## src/rtl/axil_qid_map_regs.sv

```systemverilog
// AXI4-Lite register block: ID, SCRATCH, ERRCNT and per-function queue ID map registers (base/count).
// Define AXIL_WSTRB_EN to add the s_axil_wstrb port and byte-granular register writes.

module axil_qid_map_regs #(
    parameter int NUM_PHYS_FUNC = 2
) (
    input  logic                         axil_aclk,
    input  logic                         axil_aresetn,

    input  logic                         s_axil_awvalid,
    input  logic [31:0]                  s_axil_awaddr,
    output logic                         s_axil_awready,

    input  logic                         s_axil_wvalid,
    input  logic [31:0]                  s_axil_wdata,
`ifdef AXIL_WSTRB_EN
    input  logic [3:0]                   s_axil_wstrb,
`endif
    output logic                         s_axil_wready,

    output logic                         s_axil_bvalid,
    output logic [1:0]                   s_axil_bresp,
    input  logic                         s_axil_bready,

    input  logic                         s_axil_arvalid,
    input  logic [31:0]                  s_axil_araddr,
    output logic                         s_axil_arready,

    output logic                         s_axil_rvalid,
    output logic [31:0]                  s_axil_rdata,
    output logic [1:0]                   s_axil_rresp,
    input  logic                         s_axil_rready,

    output logic [NUM_PHYS_FUNC*16-1:0]  q_base,
    output logic [NUM_PHYS_FUNC*16-1:0]  q_num,
    output logic [NUM_PHYS_FUNC-1:0]     cfg_update
);

    localparam logic [31:0] ID_VALUE     = 32'h4D4E_4943;
    localparam logic [1:0]  RESP_OKAY    = 2'b00;
    localparam logic [1:0]  RESP_SLVERR  = 2'b10;
    localparam logic [1:0]  RESP_DECERR  = 2'b11;
    localparam logic [29:0] ID_WORD      = 30'h0;
    localparam logic [29:0] SCRATCH_WORD = 30'h1;
    localparam logic [29:0] ERRCNT_WORD  = 30'h2;

    typedef enum logic [1:0] {
        IDLE,
        HAVE_AW,
        HAVE_W,
        RESP
    } wr_state_t;

    // Word address of QMAP_i: byte address 0x1000*(i+1) with the two byte-lane bits dropped.
    function automatic logic [29:0] qmap_word(input int idx);
        return 30'((idx + 1) * 1024);
    endfunction

    function automatic logic [31:0] merge_bytes(input logic [31:0] old_val,
                                                input logic [31:0] new_val,
                                                input logic [3:0]  strb);
        logic [31:0] result;
        for (int b = 0; b < 4; b++) begin
            result[8*b +: 8] = strb[b] ? new_val[8*b +: 8] : old_val[8*b +: 8];
        end
        return result;
    endfunction

    wr_state_t                wr_state;
    logic                     awready_q;
    logic                     wready_q;
    logic                     bvalid_q;
    logic [1:0]               bresp_q;
    logic [NUM_PHYS_FUNC-1:0] cfg_update_q;
    logic [29:0]              aw_word_q;
    logic [31:0]              w_data_q;

    logic                     rvalid_q;
    logic [31:0]              rdata_q;
    logic [1:0]               rresp_q;

    logic [31:0]              scratch;
    logic [31:0]              errcnt;
    logic [31:0]              qmap [NUM_PHYS_FUNC];

    logic                     aw_hs;
    logic                     w_hs;
    logic                     ar_hs;
    logic                     wr_commit;
    logic [29:0]              wr_word;
    logic [31:0]              wr_data;
    logic [3:0]               wr_strb;
    logic [1:0]               wr_resp;
    logic                     wr_scratch_hit;
    logic [NUM_PHYS_FUNC-1:0] wr_qmap_hit;
    logic                     wr_err;

    logic [29:0]              rd_word;
    logic [31:0]              rd_data;
    logic [1:0]               rd_resp;
    logic                     rd_err;

    logic [1:0]               err_inc;
    logic [32:0]              errcnt_sum;
    logic [31:0]              errcnt_next;

    logic                     unused_addr_lsbs;

    assign unused_addr_lsbs = ^{s_axil_awaddr[1:0], s_axil_araddr[1:0]};

    assign s_axil_awready = awready_q;
    assign s_axil_wready  = wready_q;
    assign s_axil_bvalid  = bvalid_q;
    assign s_axil_bresp   = bresp_q;
    assign cfg_update     = cfg_update_q;

    assign s_axil_arready = !rvalid_q;
    assign s_axil_rvalid  = rvalid_q;
    assign s_axil_rdata   = rdata_q;
    assign s_axil_rresp   = rresp_q;

    assign aw_hs = s_axil_awvalid && awready_q;
    assign w_hs  = s_axil_wvalid && wready_q;
    assign ar_hs = s_axil_arvalid && !rvalid_q;

    // The write completes on whichever handshake supplies the last missing half.
    assign wr_commit = ((wr_state == IDLE)    && aw_hs && w_hs) ||
                       ((wr_state == HAVE_AW) && w_hs) ||
                       ((wr_state == HAVE_W)  && aw_hs);

    assign wr_word = (wr_state == HAVE_AW) ? aw_word_q : s_axil_awaddr[31:2];
    assign wr_data = (wr_state == HAVE_W)  ? w_data_q  : s_axil_wdata;

`ifdef AXIL_WSTRB_EN
    logic [3:0] w_strb_q;
    assign wr_strb = (wr_state == HAVE_W) ? w_strb_q : s_axil_wstrb;
`else
    assign wr_strb = 4'hF;
`endif

    always_comb begin
        wr_resp        = RESP_DECERR;
        wr_scratch_hit = 1'b0;
        wr_qmap_hit    = '0;
        if (wr_word == ID_WORD || wr_word == ERRCNT_WORD) begin
            wr_resp = RESP_SLVERR;
        end else if (wr_word == SCRATCH_WORD) begin
            wr_resp        = RESP_OKAY;
            wr_scratch_hit = 1'b1;
        end else begin
            for (int i = 0; i < NUM_PHYS_FUNC; i++) begin
                if (wr_word == qmap_word(i)) begin
                    wr_resp        = RESP_OKAY;
                    wr_qmap_hit[i] = 1'b1;
                end
            end
        end
    end

    assign rd_word = s_axil_araddr[31:2];

    always_comb begin
        rd_data = 32'h0;
        rd_resp = RESP_DECERR;
        if (rd_word == ID_WORD) begin
            rd_data = ID_VALUE;
            rd_resp = RESP_OKAY;
        end else if (rd_word == SCRATCH_WORD) begin
            rd_data = scratch;
            rd_resp = RESP_OKAY;
        end else if (rd_word == ERRCNT_WORD) begin
            rd_data = errcnt;
            rd_resp = RESP_OKAY;
        end else begin
            for (int i = 0; i < NUM_PHYS_FUNC; i++) begin
                if (rd_word == qmap_word(i)) begin
                    rd_data = qmap[i];
                    rd_resp = RESP_OKAY;
                end
            end
        end
    end

    assign wr_err = wr_commit && (wr_resp != RESP_OKAY);
    assign rd_err = ar_hs && (rd_resp != RESP_OKAY);

    // A read error and a write error in the same cycle both count.
    assign err_inc     = {1'b0, rd_err} + {1'b0, wr_err};
    assign errcnt_sum  = {1'b0, errcnt} + {31'd0, err_inc};
    assign errcnt_next = errcnt_sum[32] ? 32'hFFFF_FFFF : errcnt_sum[31:0];

    always_ff @(posedge axil_aclk) begin
        if (!axil_aresetn) begin
            wr_state     <= IDLE;
            awready_q    <= 1'b1;
            wready_q     <= 1'b1;
            bvalid_q     <= 1'b0;
            bresp_q      <= RESP_OKAY;
            cfg_update_q <= '0;
            aw_word_q    <= '0;
            w_data_q     <= '0;
`ifdef AXIL_WSTRB_EN
            w_strb_q     <= '0;
`endif
        end else begin
            cfg_update_q <= '0;
            case (wr_state)
                IDLE: begin
                    if (aw_hs && !w_hs) begin
                        aw_word_q <= s_axil_awaddr[31:2];
                        wr_state  <= HAVE_AW;
                        awready_q <= 1'b0;
                    end else if (w_hs && !aw_hs) begin
                        w_data_q <= s_axil_wdata;
`ifdef AXIL_WSTRB_EN
                        w_strb_q <= s_axil_wstrb;
`endif
                        wr_state <= HAVE_W;
                        wready_q <= 1'b0;
                    end
                end
                RESP: begin
                    if (bvalid_q && s_axil_bready) begin
                        wr_state  <= IDLE;
                        bvalid_q  <= 1'b0;
                        awready_q <= 1'b1;
                        wready_q  <= 1'b1;
                    end
                end
                default: ;
            endcase
            // The update pulse lands in the first bvalid cycle of the same write.
            if (wr_commit) begin
                wr_state     <= RESP;
                awready_q    <= 1'b0;
                wready_q     <= 1'b0;
                bvalid_q     <= 1'b1;
                bresp_q      <= wr_resp;
                cfg_update_q <= wr_qmap_hit;
            end
        end
    end

    always_ff @(posedge axil_aclk) begin
        if (!axil_aresetn) begin
            scratch <= '0;
            errcnt  <= '0;
            for (int i = 0; i < NUM_PHYS_FUNC; i++) begin
                qmap[i] <= '0;
            end
        end else begin
            if (wr_commit && wr_scratch_hit) begin
                scratch <= merge_bytes(scratch, wr_data, wr_strb);
            end
            for (int i = 0; i < NUM_PHYS_FUNC; i++) begin
                if (wr_commit && wr_qmap_hit[i]) begin
                    qmap[i] <= merge_bytes(qmap[i], wr_data, wr_strb);
                end
            end
            errcnt <= errcnt_next;
        end
    end

    // Read data is captured from the pre-update registers, so a colliding write is not visible yet.
    always_ff @(posedge axil_aclk) begin
        if (!axil_aresetn) begin
            rvalid_q <= 1'b0;
            rdata_q  <= '0;
            rresp_q  <= RESP_OKAY;
        end else if (ar_hs) begin
            rvalid_q <= 1'b1;
            rdata_q  <= rd_data;
            rresp_q  <= rd_resp;
        end else if (rvalid_q && s_axil_rready) begin
            rvalid_q <= 1'b0;
        end
    end

    for (genvar g = 0; g < NUM_PHYS_FUNC; g++) begin : g_qmap_out
        assign q_base[g*16 +: 16] = qmap[g][31:16];
        assign q_num[g*16 +: 16]  = qmap[g][15:0];
    end

endmodule
```

## config.mk

```make
export PLATFORM = sky130hd
export DESIGN_NAME = axil_qid_map_regs
export DESIGN_NICKNAME = d
export VERILOG_FILES = /design/src/rtl/axil_qid_map_regs.sv
export SDC_FILE = /design/constraint.sdc
export NUM_CORES = 1
export LEC_CHECK = 0
export CAP_MARGIN = 40
export CORE_ASPECT_RATIO = 0.5
export CORE_MARGIN = 2
export CORE_UTILIZATION = 55
export CTS_CLUSTER_DIAMETER = 150
export DETAILED_ROUTE_END_ITERATION = 12
export PLACE_DENSITY_LB_ADDON = 0.15
export SLEW_MARGIN = 10
export SYNTH_ARGS = -nofsm -noshare
export SYNTH_HDL_FRONTEND = slang
export SYNTH_SLANG_ARGS = --single-unit
```

## constraint.sdc

```tcl
create_clock -name axil_aclk -period 7.19 [get_ports axil_aclk]
set_clock_uncertainty 0.05 [all_clocks]
set_input_delay 0.719 -clock axil_aclk [delete_from_list [all_inputs] [get_ports axil_aclk]]
set_output_delay 0.719 -clock axil_aclk [all_outputs]
set_load 0.005 [all_outputs]
```

==> summary.md, run 1 <==
| Metric | Value |
|---|---|
| Met1 usage | `0.4082` |
| Internal | `2.394 mW` |
| CTS tree | `yes` |
| CP max stage delay | `670 ps` |
| CP Capture Type | `flop` |
| Relative slew slack | `0.4568` |
| CP max FO | `33` |
| Period utilisation layout | `0.7642` |
| Leak pwr | `4.614 nW` |
| Final setup fails | `0` |
| Met3 Track Usage GR | `0.08071` |
| GRT Util Overall | `0.2900` |
| Gr ovfl total | `0` |
| Initial antenna violation count | `3` |
| DR vias | `8873` |
| Die W | `194.9 um` |
| Max Freq | `0.1820 GHz` |
| First-pass GRT wire length | `44.39 mm` |
| Post-route ant nets | `0` |
| Sequential power share | `0.442` |
| Syn_nets | `1190` |
| P_sw | `1.002 mW` |
| PwrDens | `260.5 nW/um^2` |
| Port Buffers | `205` |
| Die H | `99.47 um` |
| Total wire length | `28.56 mm` |
| Post-Syn Instances | `1084` |
| CORE AREA | `17610 sq um` |
| Ports | `210` |
| GR peak layer | `met2` |
| Delay-heaviest family, CP | `simple AND/OR/NAND/NOR gates` |
| Vias/cell | `5.904` |
| Worst path arrival time | `5880 ps` |
| Most common cell after layout, fill and taps aside | `clkdlybuf4s50_1` |
| Setup TNS | `0 ps` |
| Ys async rst share | `0` |
| Leading register cell type out of synthesis | `dfxtp_1` |
| Clock sinks | `233` |
| Final net count | `1360` |
| Initial Utilization | `0.5692` |
| Die area | `19390 sq um` |
| Mapped Area | `10020 sq um` |
| Final Hold Viols | `0` |
| Clk_lat worst skew | `490 ps` |
| Worst-Margin Slew | `814.8 ps` |
| H-tree depth | `1` |
| Mean Syn Cell Area | `9.248 sq um` |
| Worst-path clk slew | `70 ps` |
| Bufs and invs on worst path | `1` |
| Worst IR Drop VDD | `0.2250 mV` |
| Tmin final | `5495 ps` |
| Sw Ratio | `0.2951` |
| Total of max-cap violations | `0` |
| Clock buffer count from CTS | `21` |
| M2 GR Usage | `0.4522` |
| Netlist cell types | `59` |
| Most frequent cells in the layout | `clkdlybuf4s50_1 (205), nand2_1 (176), dfxtp_1 (169)` |
| Power Total | `3.397 mW` |
| Crit path cell chain | `nand2b_1 > mux2i_1 > a21oi_2 > nor4bb_4 > buf_4 > or3_2 > fa_1 > and4b_1 > nand4_1 > nor4_1 > nand2_1 > o21a_1 > nor2_1` |
| RSZ-0062 raised after global routing | `no` |
| Post-route DRC | `0` |
| Post-CTS Setup Bufs | `0` |
| Hpwl dp | `19.96 mm` |
| Cell row count | `34` |
| Hold buffers post-CTS | `0` |
| Fin. max-slew vios | `0` |
| Gp weighted congestion | `0.9186` |
| Root Driver | `clkbuf_16` |
| Drt first-iter violations | `979` |
| Fillcell total | `1271` |
| Sequential area share after synthesis | `0.5292` |
| Slowest CP cell | `nand2_1` |
| Number of synthesized flops with an enable pin | `64` |
| Post_cts resized | `0` |
| DR pass1 iterations | `5` |
| Syn-to-layout area delta | `30.08%` |
| Vias in the first global route | `8360` |
| Status | `completed` |
| Synth Register Bits | `233` |
| Fraction of layout cells with a size suffix above 1 | `0.08051` |
| Largest net degree at the start of global routing | `82` |
| Levels on crit path | `13` |
| Max clock buf depth | `3` |
| Hold Path Cell Cnt | `2` |
| Syn. warnings | `0` |
| WL/cell | `19.00 um` |
| Worst R2R Path Depth | `13` |
| Clk pwr share | `0.331` |
| Setup CP Type | `flop to flop` |
| Hold Path Class | `flop to flop` |
| Combinational power share | `0.226` |
| Critical path required time | `7580 ps` |
| Startpoint types | `flop` |
## state kept, by name, summed over array words and instances (netlist names)
register        count
qmap               64
errcnt             32
s_axil_rdata       32
scratch            32
w_data_q           32
aw_word_q          30
cfg_update          2
s_axil_bresp        2
wr_state            2
s_axil_awready      1
s_axil_bvalid       1
s_axil_rresp        1
s_axil_rvalid       1
s_axil_wready       1
## stage by stage
stage	cells	hold WS [ps]	setup slack, ps	util	area (sq um)
6_report	1503	402.8	1695	0.7404	13040
5_1_grt	1501	419.3	1340	0.7401	13040
4_1_cts	1501	404.3	1769	0.7401	13040
3_5_place_dp	1465	395.6	1676	0.7021	12370
3_3_place_gp	1458	390.7	1836	0.6942	12230
2_1_floorplan	1084	385.6	2187	-	10020
## logic make-up after synthesis
kind of cell | after synthesis | share of synthesized area
compound gates | 331 | 0.2029
xor+xnor | 19 | 0.01660
buf+inv | 102 | 0.04181
simple gates | 360 | 0.1687
flops | 233 | 0.5292
fa+ha+maj | 3 | 0.004493
mux | 36 | 0.03620
## power by group through the flow
stage / Sequential (mW) / Clock (mW) / Combinational (mW)
final: 1.50 / 1.12 / 0.769
after global routing: 1.51 / 1.18 / 0.833
after CTS: 1.50 / 1.13 / 0.761
after detailed placement: 1.53 / 0 / 0.757
after global placement: 1.53 / 0 / 0.708
after floorplan: 1.51 / 0 / 0.477
## final timing paths
path,startpoint,endpoint,slack [ps]
min reg2reg,w_data_q[14]$_SDFFE_PN0P_,w_data_q[14]$_SDFFE_PN0P_,400
max reg2reg,wr_state[1]$_SDFFE_PN0P_,errcnt[8]$_SDFF_PN0_,1700
min,w_data_q[14]$_SDFFE_PN0P_,w_data_q[14]$_SDFFE_PN0P_,400
max,wr_state[1]$_SDFFE_PN0P_,errcnt[8]$_SDFF_PN0_,1700
## metal layers
metal / vias to the layer above / wire (um)
met1: 4221 / 11950
met3: 41 / 3287
met2: 395 / 12850
li1: 4214 / -
met4: 2 / 456
met5: - / 13
## area by class of cell
type | instances | area, sq um | share of cell area
Multi-Input combinational cell | 749 | 4375 | 0.3355
Antenna cell | 2 | 5.005 | 0.0003838
Clock buffer | 31 | 593.1 | 0.04548
Timing Repair Buffer | 228 | 2311 | 0.1772
Tap cell | 234 | 292.8 | 0.02245
Sequential cell | 233 | 5305 | 0.4068
Inverter | 21 | 81.33 | 0.006237
Clock inverter | 5 | 76.32 | 0.005853
## worst register-to-register path, stage by stage (launching register included)
cell	delay [ps]
dfxtp_1	560
nand2b_1	510
mux2i_1	390
a21oi_2	90
nor4bb_4	160
buf_4	270
or3_2	560
fa_1	460
and4b_1	500
nand4_1	230
nor4_1	620
nand2_1	680
o21a_1	280
nor2_1	90
## synth_stat cells, types with 11 or more instances
| library cell | n | share of area |
|---|---|---|
| and3_1 | 11 | 0.0069 |
| inv_1 | 21 | 0.0079 |
| a21oi_1 | 168 | 0.084 |
| a22o_1 | 27 | 0.024 |
| nand3_1 | 21 | 0.010 |
| nor2_1 | 51 | 0.019 |
| nor2_2 | 30 | 0.019 |
| clkbuf_1 | 65 | 0.024 |
| mux2i_1 | 34 | 0.034 |
| a22oi_1 | 26 | 0.019 |
| a211oi_1 | 35 | 0.026 |
| nor3_1 | 13 | 0.0065 |
| nor4_1 | 16 | 0.010 |
| nand2_1 | 176 | 0.066 |
| xnor2_1 | 12 | 0.010 |
| dfxtp_1 | 169 | 0.34 |
| edfxtp_1 | 64 | 0.19 |
| o21ai_0 | 39 | 0.019 |
Note: power is estimated with default switching activity, not from simulation.
==> run 2: changes to the inputs <==
--- a/config.mk
+++ b/config.mk
@@ -8,7 +8,7 @@
 export CAP_MARGIN = 40
 export CORE_ASPECT_RATIO = 0.5
 export CORE_MARGIN = 2
-export CORE_UTILIZATION = 55
+export CORE_UTILIZATION = 46
 export CTS_CLUSTER_DIAMETER = 150
 export DETAILED_ROUTE_END_ITERATION = 12
 export PLACE_DENSITY_LB_ADDON = 0.15
==> constraint.sdc (replaced) <==
create_clock -name axil_aclk -period 4.6 [get_ports axil_aclk]
set_clock_uncertainty 0.05 [all_clocks]
set_input_delay 0.46 -clock axil_aclk [delete_from_list [all_inputs] [get_ports axil_aclk]]
set_output_delay 0.46 -clock axil_aclk [all_outputs]
set_load 0.005 [all_outputs]
==> summary.md, run 2 (synthesis gave the netlist of run 1 again) <==
| Metric | Value |
|---|---|
| Status | `completed` |
| GRT Util Overall | `0.2524` |
| Hold buffers post-CTS | `0` |
| Hold Path Class | `flop to flop` |
| Final core occ | `0.6138` |
| Post-route DRC | `0` |
| Final Hold Viols | `0` |
| CORE AREA | `21540 sq um` |
| Worst IR Drop VDD | `0.2359 mV` |
| Worst slack, placed | `186.5 ps` |
| CP Capture Type | `flop` |
| Total wire length | `29.42 mm` |
| Final setup fails | `0` |
| Max Freq | `0.2378 GHz` |
| Delay-heaviest family, CP | `simple AND/OR/NAND/NOR gates` |
| Startpoint types | `flop` |
| Setup CP Type | `flop to flop` |
| Gp weighted congestion | `0.8803` |
| Fillcell total | `1816` |
| Period utilisation layout | `0.9141` |
| Power Total | `5.423 mW` |
| Clk pwr share | `0.342` |
| First-pass GRT wire length | `44.73 mm` |
| DR vias | `8667` |
| Flip-flop count of the largest register after layout | `64` |
| Clock sinks | `233` |
| Relative slew slack | `0.4132` |
| Gr ovfl total | `0` |
| Final net count | `1368` |
| Drt first-iter violations | `682` |
| Most common cell after layout, fill and taps aside | `clkdlybuf4s50_1` |
| Total of max-cap violations | `0` |
| PwrDens | `410.2 nW/um^2` |
| Post-route ant nets | `0` |
| Die H | `108.4 um` |
| Initial antenna violation count | `6` |
| Area post-placement | `12480 sq um` |
| Worst path arrival time | `4570 ps` |
| Final Cell Area | `13220 sq um` |
| Critical path required time | `4970 ps` |
| Clock buffer count from CTS | `22` |
| P_sw | `1.608 mW` |
| Setup TNS | `0 ps` |
| Worst-Margin Slew | `880.1 ps` |
| Port Buffers | `205` |
| Clk_lat worst skew | `510 ps` |
| Largest net degree at the start of global routing | `105` |
| DR pass1 iterations | `5` |
| Fraction of layout cells with a size suffix above 1 | `0.08998` |
| Sequential power share | `0.431` |
| Die area | `23060 sq um` |
| RSZ-0062 raised after global routing | `no` |
| Worst setup margin | `395.3 ps` |
| Ports | `210` |
| Vias/cell | `5.485` |
| Hold_ws | `403.0 ps` |
| CP max stage delay | `570 ps` |
| H-tree depth | `1` |
| CP max FO | `11` |
| Finished Layout Cells | `1580` |
| Die W | `212.8 um` |
| Post_cts resized | `0` |
| Worst-path clk slew | `70 ps` |
| Post-CTS Setup Bufs | `0` |
| Hpwl dp | `20.66 mm` |
| Crit path cell chain | `nor2b_1 > or3_1 > a221o_1 > a211oi_4 > or3_2 > fa_1 > and4b_1 > nand4_1 > nor3_1 > a21oi_1 > a311oi_1` |
| Sw Ratio | `0.2965` |
| Max clock buf depth | `3` |
| Fin. max-slew vios | `0` |
| Placed cell count | `1538` |
| Bufs and invs on worst path | `0` |
| Vias in the first global route | `8030` |
| Register name with the most flops | `qmap` |
| Internal | `3.815 mW` |
| Leak pwr | `4.674 nW` |
| WL/cell | `18.62 um` |
| Combinational power share | `0.227` |
| Initial Utilization | `0.4654` |
| CTS tree | `yes` |
| Syn-to-layout area delta | `31.88%` |
| Root Driver | `clkbuf_16` |
| Cell row count | `38` |
| Slowest CP cell | `or3_2` |
| Tmin final | `4205 ps` |
| Most frequent cells in the layout | `clkdlybuf4s50_1 (205), nand2_1 (176), dfxtp_1 (169)` |
==> run 2: cell types whose count changed in the layout (fill, tap and decap cells not counted), moves of 2 or more <==
cell / previous run / this run
clkbuf_16: 21 / 24
buf_4: 16 / 26
clkinv_2: 2 / 4
clkbuf_1: 7 / 4
buf_12: 0 / 2
buf_8: 3 / 0
==> run 2: worst register-to-register path: stages (launching register included) <==
cell and delay (ps):
dfxtp_1 530, nor2b_1 330, or3_1 190, a221o_1 290
a211oi_4 110, or3_2 570, fa_1 460, and4b_1 350
nand4_1 280, nor3_1 550, a21oi_1 150, a311oi_1 260
==> run 2: routing by layer <==
layer / vias to the layer above / wire, um / GRT usage
met4: 4 / 388 / 0.04945
met2: 284 / 13110 / 0.3838
li1: 4228 / - / -
met5: - / 26 / 0
met3: 29 / 2787 / 0.07290
met1: 4122 / 13100 / 0.3589
==> run 2: power groups by stage <==
stage / logic, mW / clock network [mW] / registers [mW]
global route: 1.34 / 1.97 / 2.35
CTS: 1.23 / 1.88 / 2.33
global placement: 1.16 / 0 / 2.37
detailed placement: 1.22 / 0 / 2.38
floorplan: 0.747 / 0 / 2.35
finish: 1.23 / 1.86 / 2.33
==> run 2: final cells by class <==
| type | count | area (sq um) | area share |
|---|---|---|---|
| Multi-Input combinational cell | 749 | 4375 | 0.3310 |
| Clock inverter | 9 | 78.83 | 0.005963 |
| Tap cell | 300 | 375.4 | 0.02839 |
| Inverter | 21 | 81.33 | 0.006152 |
| Clock buffer | 31 | 656.9 | 0.04969 |
| Timing Repair Buffer | 235 | 2342 | 0.1772 |
| Sequential cell | 233 | 5305 | 0.4013 |
| Antenna cell | 2 | 5.005 | 0.0003786 |
==> run 2: worst paths after layout <==
| kind | from | endpoint | slack [ps] | depth (start not counted) |
|---|---|---|---|---|
| worst max-delay path | wr_state[0]$_SDFFE_PN0P_ | errcnt[27]$_SDFF_PN0_ | 400 | 11 |
| worst min-delay path | aw_word_q[18]$_SDFFE_PN0P_ | aw_word_q[18]$_SDFFE_PN0P_ | 400 | 2 |
| worst max register to register | wr_state[0]$_SDFFE_PN0P_ | errcnt[27]$_SDFF_PN0_ | 400 | 11 |
| worst min register to register | aw_word_q[18]$_SDFFE_PN0P_ | aw_word_q[18]$_SDFFE_PN0P_ | 400 | 2 |
==> run 3: changes to the inputs <==
==> constraint.sdc (replaced) <==
create_clock -name axil_aclk -period 3.8 [get_ports axil_aclk]
set_clock_uncertainty 0.05 [all_clocks]
set_input_delay 0.38 -clock axil_aclk [delete_from_list [all_inputs] [get_ports axil_aclk]]
set_output_delay 0.38 -clock axil_aclk [all_outputs]
set_load 0.005 [all_outputs]
==> summary.md, run 3 (synthesis gave the netlist of run 1 again) <==
| Metric | Value |
|---|---|
| Worst R2R Path Depth | `12` |
| Max Freq | `0.2806 GHz` |
| Worst-Margin Slew | `833.2 ps` |
| Syn-to-layout area delta | `33.29%` |
| Vias/cell | `5.534` |
| Worst R2R End | `errcnt[29]$_SDFF_PN0_` |
| Cell row count | `38` |
| Status | `completed` |
| Finished Layout Cells | `1602` |
| Most frequent cells in the layout | `clkdlybuf4s50_1 (205), nand2_1 (176), dfxtp_1 (169)` |
| Slowest CP cell | `or3_4` |
| Flip-flop count of the largest register after layout | `64` |
| Clk_lat worst skew | `530 ps` |
| Hold Path Class | `input port to flop` |
| P_sw | `1.923 mW` |
| Hold EP | `s_axil_rvalid$_SDFFE_PN0P_` |
| Total of max-cap violations | `0` |
| WL/cell | `18.49 um` |
| CORE AREA | `21540 sq um` |
| Post-route DRC | `0` |
| PwrDens | `483.0 nW/um^2` |
| Final Hold Viols | `0` |
| Most common cell after layout, fill and taps aside | `clkdlybuf4s50_1` |
| Initial antenna violation count | `4` |
| Initial Utilization | `0.4654` |
| Max clock buf depth | `3` |
| GRT Util Overall | `0.2542` |
| RSZ-0062 raised after global routing | `no` |
| Internal | `4.530 mW` |
| Sw Ratio | `0.2980` |
| Clk pwr share | `0.319` |
| Combinational power share | `0.244` |
| Register name with the most flops | `qmap` |
| Hold_ws | `384.9 ps` |
| Worst path arrival time | `3960 ps` |
| Reg-to-reg setup timing slack | `240 ps` |
| DR pass1 iterations | `5` |
| CP Capture Type | `flop` |
| Critical path required time | `4200 ps` |
| Setup CP Type | `flop to flop` |
| Drt first-iter violations | `541` |
| Leak pwr | `4.755 nW` |
| Fraction of layout cells with a size suffix above 1 | `0.1076` |
| Clock buffer count from CTS | `22` |
| Tmin final | `3564 ps` |
| Final setup fails | `0` |
| Die W | `212.8 um` |
| DR vias | `8866` |
| CTS tree | `yes` |
| Ports | `210` |
| Power Total | `6.453 mW` |
| Post-route ant nets | `0` |
| Gr ovfl total | `0` |
| Crit path cell chain | `buf_4 > and2_1 > or3_1 > or3_4 > fa_2 > and4b_2 > nand4_1 > nor4_2 > buf_4 > and3_1 > nor2_1 > a211oi_2` |
| Root Driver | `clkbuf_16` |
| Die area | `23060 sq um` |
| Worst IR Drop VDD | `0.4201 mV` |
| Relative slew slack | `0.4424` |
| Total wire length | `29.62 mm` |
| Clock sinks | `233` |
| First-pass GRT wire length | `45.23 mm` |
| Cell mode on critical path | `buf_4` |
| Period utilisation layout | `0.9379` |
| Hold Path Origin | `s_axil_rready` |
| Hpwl dp | `20.97 mm` |
| Placed cell count | `1561` |
| Reg-to-reg startpoint | `wr_state[1]$_SDFFE_PN0P_` |
| Worst-path clk slew | `60 ps` |
| H-tree depth | `1` |
| Final net count | `1391` |
| Port Buffers | `205` |
| Largest net degree at the start of global routing | `117` |
| CP max stage delay | `460 ps` |
| CP max FO | `8` |
| Sequential power share | `0.438` |
| Vias in the first global route | `8253` |
| Hold Path Cell Cnt | `2` |
| Die H | `108.4 um` |
| Fin. max-slew vios | `0` |
| Gp weighted congestion | `0.8877` |
| Startpoint types | `flop` |
==> run 3: metal layers <==
metal,vias to the layer above,global-route usage,wire length (um)
li1,4275,-,-
met3,49,0.06564,2432
met4,4,0.05644,576
met5,-,0,30
met2,282,0.3908,13340
met1,4256,0.3603,13240
==> run 3: critical path: cells and delay by family (launching register included) <==
| kind | cells | cell delay (ps) |
|---|---|---|
| compound gates | 1 | 190 |
| fa+ha+maj | 1 | 370 |
| buf+inv | 2 | 370 |
| flops | 1 | 340 |
| simple gates | 8 | 2170 |
==> run 3: through the flow <==
stage	util	area, sq um	setup WS (ps)	TNS (ps)
2_1_floorplan	-	10040	0.1976	0
3_3_place_gp	0.5869	12640	-180.4	-1662
3_5_place_dp	0.5882	12670	-278.5	-4312
4_1_cts	0.6186	13320	10.17	0
5_1_grt	0.6203	13360	38.21	0
6_report	0.6204	13360	235.8	0
==> run 3: power by group through the flow <==
stage / Combinational (mW) / Sequential (mW) / Clock, mW
3_5_place_dp: 1.54 / 2.87 / 0
4_1_cts: 1.55 / 2.82 / 2.10
6_report: 1.57 / 2.82 / 2.06
5_1_grt: 1.70 / 2.84 / 2.21
3_3_place_gp: 1.48 / 2.87 / 0
2_1_floorplan: 0.905 / 2.85 / 0
==> run 3: final cells by class <==
type | count | area, sq um
clock buffers | 36 | 634.4
repair buffers | 258 | 2520
diodes | 1 | 2.502
multi-input cells | 749 | 4422
fillers | 1808 | 8177
flip-flops and latches | 233 | 5305
well taps | 300 | 375.4
inverters | 21 | 81.33
clock inverters | 4 | 21.27
==> run 3: worst max-delay path by stage <==
stage | to | slack, ps | startpoint
3_5_place_dp | errcnt[31]$_SDFF_PN0_ | -280 | s_axil_awaddr[14]
2_1_floorplan | qmap[0][0]$_DFFE_PP_ | 0.2 | s_axil_awaddr[14]
4_1_cts | errcnt[29]$_SDFF_PN0_ | 10 | wr_state[1]$_SDFFE_PN0P_
3_3_place_gp | errcnt[31]$_SDFF_PN0_ | -180 | s_axil_awaddr[14]
5_1_grt | errcnt[29]$_SDFF_PN0_ | 40 | wr_state[1]$_SDFFE_PN0P_
6_report | errcnt[29]$_SDFF_PN0_ | 240 | wr_state[1]$_SDFFE_PN0P_
==> run 3: timing repair <==
item,4_1_cts,5_1_grt
buffers inserted,0,0
hold buffers,0,0
endpoints found under the hold margin,0,0
resized for setup,0,11
endpoints found under the setup margin,0,27
